$ cat src/rtl/spram_arbiter.sv
// Two-port req/ack arbiter sharing one 32K x 8 synchronous SPRAM.
// Port 0 (CPU) normally wins; port 1 (video/DMA) has a starvation guard.
//
// Ports:
//   clk, reset          rising-edge clock, sync active-high reset
//   pN_req/addr/we/wdata request side of port N (held until ack)
//   pN_ack              combinational accept, transfer on req&ack
//   pN_rdata/rvalid     registered read return, 2 edges after accept
//   mem_addr/we/wdata   registered RAM controls
//   mem_rdata           RAM output for address sampled last edge
//
// Parameters:
//   FIXED_PRIORITY  1: port 0 wins conflicts (starvation guarded)
//                   0: round-robin
//   STARVE_LIMIT    stalled cycles before port 1 is forced through

module spram_arbiter #(
  parameter int FIXED_PRIORITY = 1,
  parameter int STARVE_LIMIT   = 4
) (
  input  logic        clk,
  input  logic        reset,
  input  logic        p0_req,
  input  logic [14:0] p0_addr,
  input  logic        p0_we,
  input  logic [7:0]  p0_wdata,
  output logic        p0_ack,
  output logic [7:0]  p0_rdata,
  output logic        p0_rvalid,
  input  logic        p1_req,
  input  logic [14:0] p1_addr,
  input  logic        p1_we,
  input  logic [7:0]  p1_wdata,
  output logic        p1_ack,
  output logic [7:0]  p1_rdata,
  output logic        p1_rvalid,
  output logic [14:0] mem_addr,
  output logic        mem_we,
  output logic [7:0]  mem_wdata,
  input  logic [7:0]  mem_rdata
);

  localparam logic [7:0] LIMIT = 8'(STARVE_LIMIT);

  logic [7:0]  starve_cnt;
  logic        last_p1;
  logic        p1_wins;
  logic        sel1;
  logic        xfer;
  logic        w_we;
  logic [14:0] w_addr;
  logic [7:0]  w_wdata;

  // Read tags: {valid, port}. Stage 1 holds the accepted read while
  // the RAM samples its address; stage 2 lines up with mem_rdata.
  logic        tag1_v;
  logic        tag1_p;
  logic        tag2_v;
  logic        tag2_p;

  // Who takes a conflict this cycle.
  always_comb begin
    p1_wins = 1'b0;
    if (FIXED_PRIORITY != 0) begin
      p1_wins = (starve_cnt == LIMIT);
    end else begin
      p1_wins = !last_p1;
    end
  end

  assign sel1    = p1_req && (!p0_req || p1_wins);
  assign p0_ack  = !reset && p0_req && !sel1;
  assign p1_ack  = !reset && sel1;
  assign xfer    = p0_ack || p1_ack;

  assign w_we    = sel1 ? p1_we    : p0_we;
  assign w_addr  = sel1 ? p1_addr  : p0_addr;
  assign w_wdata = sel1 ? p1_wdata : p0_wdata;

  always_ff @(posedge clk) begin
    if (reset) begin
      mem_we     <= 1'b0;
      mem_addr   <= '0;
      mem_wdata  <= '0;
      p0_rdata   <= '0;
      p1_rdata   <= '0;
      p0_rvalid  <= 1'b0;
      p1_rvalid  <= 1'b0;
      starve_cnt <= '0;
      last_p1    <= 1'b1;
      tag1_v     <= 1'b0;
      tag1_p     <= 1'b0;
      tag2_v     <= 1'b0;
      tag2_p     <= 1'b0;
    end else begin
      // mem_we pulses once per accepted write.
      mem_we <= xfer && w_we;
      if (xfer) begin
        mem_addr  <= w_addr;
        mem_wdata <= w_wdata;
        last_p1   <= sel1;
      end

      tag1_v <= xfer && !w_we;
      tag1_p <= sel1;
      tag2_v <= tag1_v;
      tag2_p <= tag1_p;

      p0_rvalid <= tag2_v && !tag2_p;
      p1_rvalid <= tag2_v && tag2_p;
      if (tag2_v && !tag2_p) begin
        p0_rdata <= mem_rdata;
      end
      if (tag2_v && tag2_p) begin
        p1_rdata <= mem_rdata;
      end

      // Count port 1 stalls, saturating at the limit.
      if (p1_ack) begin
        starve_cnt <= '0;
      end else if (p1_req && starve_cnt != LIMIT) begin
        starve_cnt <= starve_cnt + 8'd1;
      end
    end
  end

endmodule

$ cat config.mk
export PLATFORM = sky130hd
export DESIGN_NAME = spram_arbiter
export DESIGN_NICKNAME = d
export VERILOG_FILES = /design/src/rtl/spram_arbiter.sv
export SDC_FILE = /design/constraint.sdc
export NUM_CORES = 1
export LEC_CHECK = 0
export ABC_AREA = 1
export CORE_UTILIZATION = 45
export CTS_BUF_LIST = sky130_fd_sc_hd__clkbuf_8
export DETAILED_ROUTE_END_ITERATION = 10
export DONT_BUFFER_PORTS = 1
export PLACE_DENSITY = 0.6
export SLEW_MARGIN = 20
export SYNTH_ARGS = -nofsm -noshare
export SYNTH_HDL_FRONTEND = slang
export SYNTH_SLANG_ARGS = --single-unit
$ cat constraint.sdc
create_clock -name clk -period 4.3 [get_ports clk]
set_input_delay 0.645 -clock clk [delete_from_list [all_inputs] [get_ports clk]]
set_output_delay 0.645 -clock clk [all_outputs]
set_load 0.03 [all_outputs]
==> flow_summary.yaml, run 1 <==
timing:
  period_needed_ps: 3130
  final-setup-viol-count: 0
  worstMarginPinSlew_ps: 662
  final.setup.tns_ps: 0
  max_freq_mhz: 319
  slew_headroom_pct: 55.7
  finalHoldViolations: 0
  finalCritPeriodShare_pct: 72.8
  rsz0062_at_grt: "no"
  fin_skew_ps: 6.24
  slew_viol_final: 0
synth:
  yosysTopAreaCell: "dfxtp_1"
  synth.area.top_cells: "dfxtp_1, nor2_1, nand2_1"
  syn_inst: 362
  yosys.area.top_type_share_pct: 44.3
  avgSynthCellArea_um2: 6.74
  synth.net_count: 424
  synthesis.area_mm2: 0.00244
  synth_seq_area_share_pct: 44.3
  ys_ff_latch: 54
  yosysWarnings: 0
  synthDistinctLibCells: 22
global_routing:
  busiest_layer: "met2"
  antenna_found_initial: 0
  use_met1_pct: 23.3
  grt_pass1_vias: 1781
  grt_pass1_wl_um: 7890
  grt_max_degree: 48
  use_met2_pct: 28.1
  track_usage_pct: 18.2
  use_met3_pct: 6.75
  grt.overflow.total: 0
clock_network:
  cts_root_buffer: "clkbuf_8"
  cts.clk_slew.worst_paths_ps: 100
  ctsResizeCount: 0
  cts.sinks: 54
  numCtsBuffers: 5
  clk_path_buf_depth: 2
  cts_hold_buf: 0
  postCtsSetupBuffers: 0
  cts_tree: "done"
  ctsHtreeMaxLevel: 2
  clk_latency_ps: 310
setup_path:
  crit_chain: "inv_1 -> ha_1 -> nand3_2 -> o21ai_4 -> nand2_4 -> nor2_1"
  slowest_stage: "o21ai_4"
  crit_path_max_fanout: 27
  max_stage_delay_ps: 570
  setup.worst_path.end_class: "primary output"
  crit_family: "simple AND/OR/NAND/NOR gates"
  worstPathRequired_ps: 3650
  path_class: "flip-flop to primary output"
  crit_arrival_ps: 2490
  worstSetupStartpointType: "flip-flop"
  path_buf_inv: 1
place:
  numPortBuffers: 0
  placed_cell_area_mm2: 0.00245
  gp_congestion: 0.833
  dpl.hpwl_um: 3630
detailed_routing:
  drt_iter0_markers: 130
  drc: 0
  routedWlPerCell_um: 12.5
  ant_nets: 0
  vias: 2078
  vias_per_cell: 4.89
  drt_wl_total_um: 5310
  drtPass1Iterations: 5
power:
  seq_power_share_pct: 56.6
  vdd_ir_drop_max_v: 0.000182
  combPwrFrac_pct: 9.0
  leakagePower_nw: 1.23
  clkPwrFrac_pct: 34.4
  power_switching_mw: 0.296
  power.density_mw_per_mm2: 399
  p_int_mw: 0.738
  switching_share_pct: 28.6
run:
  maxCapViolations: 0
floorplanning:
  core_area_mm2: 0.00517
  ios: 104
  initial_core_util_pct: 47.2
  die_x_um: 75.6
  die-area_mm2: 0.00572
  core.rowCount: 26
  die_h_um: 75.6
worst_hold_path:
  hold_class: "input pin to flip-flop"
layout:
  diodes: 0
  final_core_util_pct: 50.1
  syn2layout_area_growth_pct: 6.15
  final_area_mm2: 0.00259
  layout-drive-gt1-share_pct: 4.51
  nets: 416
run_status:
  status: "complete, no violations"
==> worst paths after layout <==
| check | cells after the start | to | slack, ps | startpoint |
|---|---|---|---|---|
| min | 1 | tag2_p$_SDFF_PP0_ | 400 | reset |
| min reg2reg | 2 | tag2_p$_SDFF_PP0_ | 410 | tag1_p$_SDFF_PP0_ |
| max | 6 | p1_ack | 1170 | starve_cnt[0]$_SDFFE_PP0P_ |
| max reg2reg | 9 | mem_addr[0]$_SDFFE_PP0P_ | 2180 | starve_cnt[0]$_SDFFE_PP0P_ |
==> synth_stat cells, drive strengths merged <==
cell type  number
xor2            2
clkinv          1
xnor2           1
ha              2
inv            40
a21oi          10
o21ai          21
nor2           93
nand4           1
nand2          70
dfxtp          54
clkbuf          4
buf            12
nand3          51
==> power by group through the flow <==
stage,combinational (mW),clock [mW],sequential (mW)
finish,0.0933,0.356,0.585
global placement,0.0893,0,0.597
floorplan,0.0875,0,0.592
detailed placement,0.0905,0,0.597
global route,0.109,0.386,0.589
CTS,0.0908,0.368,0.586
==> registers in the layout (all words and copies together), names as in the netlist <==
| register | flops |
|---|---|
| tag1_v | 1 |
| p0_rdata | 8 |
| p0_rvalid | 1 |
| mem_we | 1 |
| starve_cnt | 8 |
| p1_rdata | 8 |
| mem_addr | 15 |
| tag2_p | 1 |
| tag1_p | 1 |
| tag2_v | 1 |
| mem_wdata | 8 |
| p1_rvalid | 1 |
==> cells in the final DEF (no fill, tap or decap), drive strengths merged <==
cell,synthesis,routed
clkinv,1,1
nand2,70,70
o21ai,21,21
xor2,2,2
dfxtp,54,54
nand4,1,1
inv,40,42
xnor2,1,1
clkbuf,4,5
ha,2,2
nand3,51,51
nor2,93,93
a21oi,10,10
buf,12,1
bufinv,0,1
==> kinds of logic after synthesis <==
logic type / after synthesis / synth area share [%]
XOR/XNOR: 3 / 1.08
AND/OR/NAND/NOR: 215 / 36.5
AO/OA/AOI/OAI: 31 / 6.97
flip-flops: 54 / 44.3
buffers and inverters: 57 / 10.1
adder cells (fa/ha/maj): 2 / 1.03
==> cell type report <==
cell class | count | area [um2]
clock buffer | 5 | 68.8
tap | 70 | 87.6
sequential | 54 | 1080
timing repair buffer | 1 | 27.5
multi-input combinational | 251 | 1120
inverter | 41 | 154
clock inverter | 3 | 47.5
fill | 525 | 2580
==> routing by layer <==
layer / wire, um / vias up / part of all wire (%)
met1: 2460 / 885 / 46
met2: 2260 / 83 / 42
met4: 86 / 0 / 1.6
met5: 0 / - / 0
li1: - / 1101 / -
met3: 512 / 9 / 9.6
==> metrics by stage <==
step	total power, mW	hold slack (ps)	instances	worst slack (ps)
after floorplan	0.680	388	362	2080
after global placement	0.686	391	416	1500
after detailed placement	0.688	395	416	1470
after CTS	1.04	379	424	1120
after global routing	1.08	369	425	942
final	1.03	398	425	1170
Note: power is estimated with default switching activity, not from simulation.
==> run 2, diff against run 1 <==
==> constraint.sdc (replaced) <==
create_clock -name clk -period 3.11 [get_ports clk]
set_input_delay 0.4665 -clock clk [delete_from_list [all_inputs] [get_ports clk]]
set_output_delay 0.4665 -clock clk [all_outputs]
set_load 0.03 [all_outputs]
==> run 2 against run 1 <==
Net effect: die area did not move; largest power group unchanged; worst hold slack got worse by 190 ps; global-route usage is 0.33 points lower; sequential cell count stayed put; critical path type unchanged; non-clock buffer count is 2 higher; critical endpoint is now p0_ack; register-to-register slack lost 690 ps; clock power increased by 12%; sequential share of layout area rose by 0.47 points; largest cell class unchanged; highest routed layer unchanged; via count decreased by 0.34%; sequential power grew 38%.
==> flow_summary.yaml, run 2 (same netlist as run 1, synthesis figures left out) <==
timing:
  max_freq_mhz: 390
  rsz0062_at_grt: "no"
  period_needed_ps: 2560
  final.setup.tns_ps: 0
  fin_skew_ps: 13.3
  slew_viol_final: 0
  worstMarginPinSlew_ps: 541
  finalHoldViolations: 0
  slew_headroom_pct: 63.8
  final-setup-viol-count: 0
  finalCritPeriodShare_pct: 82.4
run_status:
  status: "complete, no violations"
power:
  power.density_mw_per_mm2: 522
  p_int_mw: 0.934
  clkPwrFrac_pct: 29.8
  vdd_ir_drop_max_v: 0.000184
  power_switching_mw: 0.402
  seq_power_share_pct: 60.6
  switching_share_pct: 30.1
  leakagePower_nw: 1.21
  combPwrFrac_pct: 9.5
setup_path:
  worstPathRequired_ps: 2640
  slowest_stage: "nor2_1"
  ff2ff_setup_slack_ps: 1490
  crit_path_max_fanout: 27
  crit_chain: "inv_1 -> ha_1 -> nand3_2 -> o21ai_4 -> nand2_4 -> nand2_2 -> nor2_1"
  rr_endpoint: "starve_cnt[3]$_SDFFE_PP0P_"
  r2r_start: "starve_cnt[0]$_SDFFE_PP0P_"
  worstSetupStartpointType: "flip-flop"
  reg2regPathDepth: 7
  max_stage_delay_ps: 470
  setup.worst_path.end_class: "primary output"
  path_class: "flip-flop to primary output"
  crit_arrival_ps: 2090
clock_network:
  numCtsBuffers: 5
  ctsHtreeMaxLevel: 2
  cts.clk_slew.worst_paths_ps: 110
  postCtsSetupBuffers: 0
  cts_hold_buf: 0
  clk_latency_ps: 310
  clk_path_buf_depth: 2
  cts_root_buffer: "clkbuf_8"
  ctsResizeCount: 0
  cts_tree: "done"
  cts.sinks: 54
worst_hold_path:
  hold_class: "input pin to flip-flop"
  min_path_cells: 1
  holdPathEnd: "tag2_p$_SDFF_PP0_"
  min_from: "reset"
layout:
  most-common-layout-cells: "nor2_1, nand2_1, dfxtp_1"
  final_core_util_pct: 49.5
  regMostFlops: "mem_addr"
  largest_reg_flops: 15
  diodes: 0
  layout-drive-gt1-share_pct: 5.04
  fill_cells: 530
  nets: 418
  final_common_cell: "nor2_1"
  stdcell_count: 427
  syn2layout_area_growth_pct: 4.97
global_routing:
  grt_pass1_vias: 1670
  grt.overflow.total: 0
  grt_max_degree: 35
  track_usage_pct: 17.8
  antenna_found_initial: 0
  grt_pass1_wl_um: 7670
detailed_routing:
  drt_wl_total_um: 5190
  vias: 2071
  drt_iter0_markers: 83
  vias_per_cell: 4.85
  drtPass1Iterations: 4
  ant_nets: 0
  routedWlPerCell_um: 12.2
  drc: 0
run:
  maxCapViolations: 0
floorplanning:
  initial_core_util_pct: 47.2
  core.rowCount: 26
  die-area_mm2: 0.00572
  die_h_um: 75.6
  ios: 104
  core_area_mm2: 0.00517
  die_x_um: 75.6
place:
  dp.cells: 419
  gp_congestion: 0.891
  numPortBuffers: 0
  dpl.hpwl_um: 3640
## run 2: changes by cell type in the layout (fill, tap and decap cells not counted), sizes merged
cell      previous run  this run
inv                 42        41
buf                  1         3
clkinvlp             0         2
bufinv               1         0
## run 2: worst max-delay path by stage
stage                                          start      to
final                     starve_cnt[0]$_SDFFE_PP0P_  p0_ack
after global routing      starve_cnt[0]$_SDFFE_PP0P_  p0_ack
after floorplan           starve_cnt[0]$_SDFFE_PP0P_  p1_ack
after CTS                 starve_cnt[0]$_SDFFE_PP0P_  p0_ack
after detailed placement  starve_cnt[0]$_SDFFE_PP0P_  p0_ack
after global placement    starve_cnt[0]$_SDFFE_PP0P_  p0_ack
## run 2: per-layer routing
layer | global-route usage [%] | up-vias | wire, um
met5 | 0 | - | 0
met4 | 6.38 | 0 | 85
met3 | 5.95 | 8 | 469
met2 | 28.0 | 78 | 2260
met1 | 23.0 | 880 | 2370
li1 | - | 1105 | -
## run 2: stage by stage
stage | area (um2) | hold WS [ps] | power, mW | worst slack (ps)
floorplan | 2440 | 388 | 0.940 | 1070
global placement | 2470 | 390 | 0.953 | 904
detailed placement | 2470 | 398 | 0.955 | 869
CTS | 2560 | 204 | 1.35 | 523
global route | 2560 | 192 | 1.40 | 400
finish | 2560 | 213 | 1.34 | 549
## run 2: final cells by class
cell class	instances	area [um2]	area share (%)
multi-input combinational	251	1120	43.9
clock buffer	5	68.8	2.69
clock inverter	3	23.8	0.928
inverter	41	154	6.01
sequential	54	1080	42.2
tap	70	87.6	3.42
timing repair buffer	3	22.5	0.879
## run 2: power by group through the flow
stage	sequential (mW)	clock [mW]	combinational, mW
after detailed placement	0.827	0	0.128
after global placement	0.827	0	0.126
after CTS	0.811	0.413	0.129
final	0.810	0.399	0.127
after global routing	0.815	0.436	0.152
after floorplan	0.819	0	0.121
## run 2: critical path, delay by kind of cell (launching register included)
kind / cells / cell delay (ps)
fa+ha+maj: 1 / 210
compound gates: 1 / 80
simple gates: 4 / 1030
flops: 1 / 390
buf+inv: 1 / 90
==> run 3, diff against run 2 <==
--- a/config.mk
+++ b/config.mk
@@ -10,7 +10,7 @@
 export CTS_BUF_LIST = sky130_fd_sc_hd__clkbuf_8
 export DETAILED_ROUTE_END_ITERATION = 10
 export DONT_BUFFER_PORTS = 1
-export PLACE_DENSITY = 0.6
+export PLACE_DENSITY = 0.62
 export SLEW_MARGIN = 20
 export SYNTH_ARGS = -nofsm -noshare
 export SYNTH_HDL_FRONTEND = slang
==> constraint.sdc (replaced) <==
create_clock -name clk -period 2.12 [get_ports clk]
set_input_delay 0.318 -clock clk [delete_from_list [all_inputs] [get_ports clk]]
set_output_delay 0.318 -clock clk [all_outputs]
set_load 0.03 [all_outputs]
==> run 3 against run 2 <==
Net effect: via count is 1.6% higher; die area stayed put; count of clock-buffer cells in the layout stayed put; non-clock buffer count is 3 higher; largest power group unchanged.
==> flow_summary.yaml, run 3 (same netlist as run 1, synthesis figures left out) <==
global_routing:
  antenna_found_initial: 0
  grt_max_degree: 48
  track_usage_pct: 17.7
  grt.overflow.total: 0
  grt_pass1_wl_um: 7620
  grt_pass1_vias: 1746
detailed_routing:
  ant_nets: 0
  vias_per_cell: 4.89
  drc: 0
  drt_iter0_markers: 46
  vias: 2104
  routedWlPerCell_um: 11.7
  drt_wl_total_um: 5030
  drtPass1Iterations: 4
setup_path:
  setup.worst_path.end_class: "primary output"
  worstPathRequired_ps: 1800
  ff2ff_setup_slack_ps: 520
  worstSetupStartpointType: "flip-flop"
  crit_arrival_ps: 1680
  reg2regPathDepth: 8
  path_class: "flip-flop to primary output"
  r2r_start: "starve_cnt[0]$_SDFFE_PP0P_"
  rr_endpoint: "tag1_v$_SDFF_PP0_"
  crit_path_max_fanout: 9
floorplanning:
  core.rowCount: 26
  initial_core_util_pct: 47.2
  die-area_mm2: 0.00572
  core_area_mm2: 0.00517
  die_h_um: 75.6
  die_x_um: 75.6
  ios: 104
layout:
  most-common-layout-cells: "nor2_1, nand2_1, dfxtp_1"
  syn2layout_area_growth_pct: 6.62
  nets: 421
  final_common_cell: "nor2_1"
  fill_cells: 525
  layout-drive-gt1-share_pct: 5.56
  regMostFlops: "mem_addr"
  final_core_util_pct: 50.3
  diodes: 0
  largest_reg_flops: 15
clock_network:
  clk_latency_ps: 300
  ctsResizeCount: 0
  cts_tree: "done"
  cts.sinks: 54
  ctsHtreeMaxLevel: 2
  cts.clk_slew.worst_paths_ps: 100
  cts_hold_buf: 0
  cts_root_buffer: "clkbuf_8"
  clk_path_buf_depth: 2
  numCtsBuffers: 5
  postCtsSetupBuffers: 0
worst_hold_path:
  hold_class: "input pin to flip-flop"
  min_from: "reset"
  min_path_cells: 1
  holdPathEnd: "tag2_p$_SDFF_PP0_"
timing:
  final-setup-viol-count: 0
  rsz0062_at_grt: "no"
  period_needed_ps: 2000
  slew_viol_final: 0
  setup_slack_ps: 124
  worstMarginPinSlew_ps: 450
  final.setup.tns_ps: 0
  finalCritPeriodShare_pct: 94.2
  finalHoldViolations: 0
  fin_skew_ps: 4.38
  slew_headroom_pct: 70.0
  max_freq_mhz: 501
place:
  gp_congestion: 0.794
  place_ws_ps: 442
  numPortBuffers: 0
  dpl.hpwl_um: 3530
power:
  leakagePower_nw: 1.24
  power.density_mw_per_mm2: 788
  p_total_mw: 2.05
  vdd_ir_drop_max_v: 0.000313
run:
  maxCapViolations: 0
run_status:
  status: "complete, no violations"
run 3: cell types whose count changed in the layout (fill, tap and decap cells not counted), sizes merged:
cell and delta:
clkinvlp -1, buf +3, bufinv +1
run 3: stage by stage:
stage	hold WS [ps]	instances	instance area (um2)
after global placement	389	422	2490
after global routing	55.1	430	2600
after CTS	63.8	430	2600
after detailed placement	392	422	2490
after floorplan	388	362	2440
final	81.0	430	2600
run 3: worst max-delay path by stage:
| stage | from | to | slack, ps | cells past startpoint |
|---|---|---|---|---|
| floorplan | starve_cnt[0]$_SDFFE_PP0P_ | p1_ack | 230 | 7 |
| CTS | starve_cnt[0]$_SDFFE_PP0P_ | p0_ack | 100 | 8 |
| global placement | starve_cnt[0]$_SDFFE_PP0P_ | p0_ack | 480 | 8 |
| global route | starve_cnt[0]$_SDFFE_PP0P_ | p0_ack | 20 | 8 |
| detailed placement | starve_cnt[0]$_SDFFE_PP0P_ | p0_ack | 440 | 8 |
| finish | starve_cnt[0]$_SDFFE_PP0P_ | p0_ack | 120 | 8 |
run 3: report_power, final:
part / internal, mW / leakage, nW / switching [mW] / total, mW
combinational: 0.0721 / 0.742 / 0.117 / 0.189
clock: 0.348 / 0.0556 / 0.326 / 0.674
sequential: 1.06 / 0.442 / 0.122 / 1.19
run 3: metal layers:
layer / part of all wire, % / wire length, um / vias to the layer above / GRT usage [%]
li1: - / - / 1114 / -
met2: 49 / 2450 / 76 / 32.1
met4: 0.54 / 27 / 0 / 4.94
met1: 42 / 2120 / 912 / 19.6
met3: 8.6 / 435 / 2 / 6.08
met5: 0 / 0 / - / 0
run 3: worst max-delay path, stage by stage, from the launching register on:
cell,delay (ps)
dfxtp_1,350
inv_1,100
ha_1,170
nand3_2,110
o21ai_4,200
nand2_4,70
nand2_2,160
nor2_1,60
buf_4,160
run 3: final cells by class:
type                            instances  area, um2  area share [%]
Tap cell                               70       87.6            3.37
Sequential cell                        54       1080            41.6
Multi-Input combinational cell        251       1120            43.2
Timing Repair Buffer                    6       45.0            1.73
Inverter                               41        154            5.92
Clock buffer                            5       68.8            2.65
Clock inverter                          3       41.3            1.59
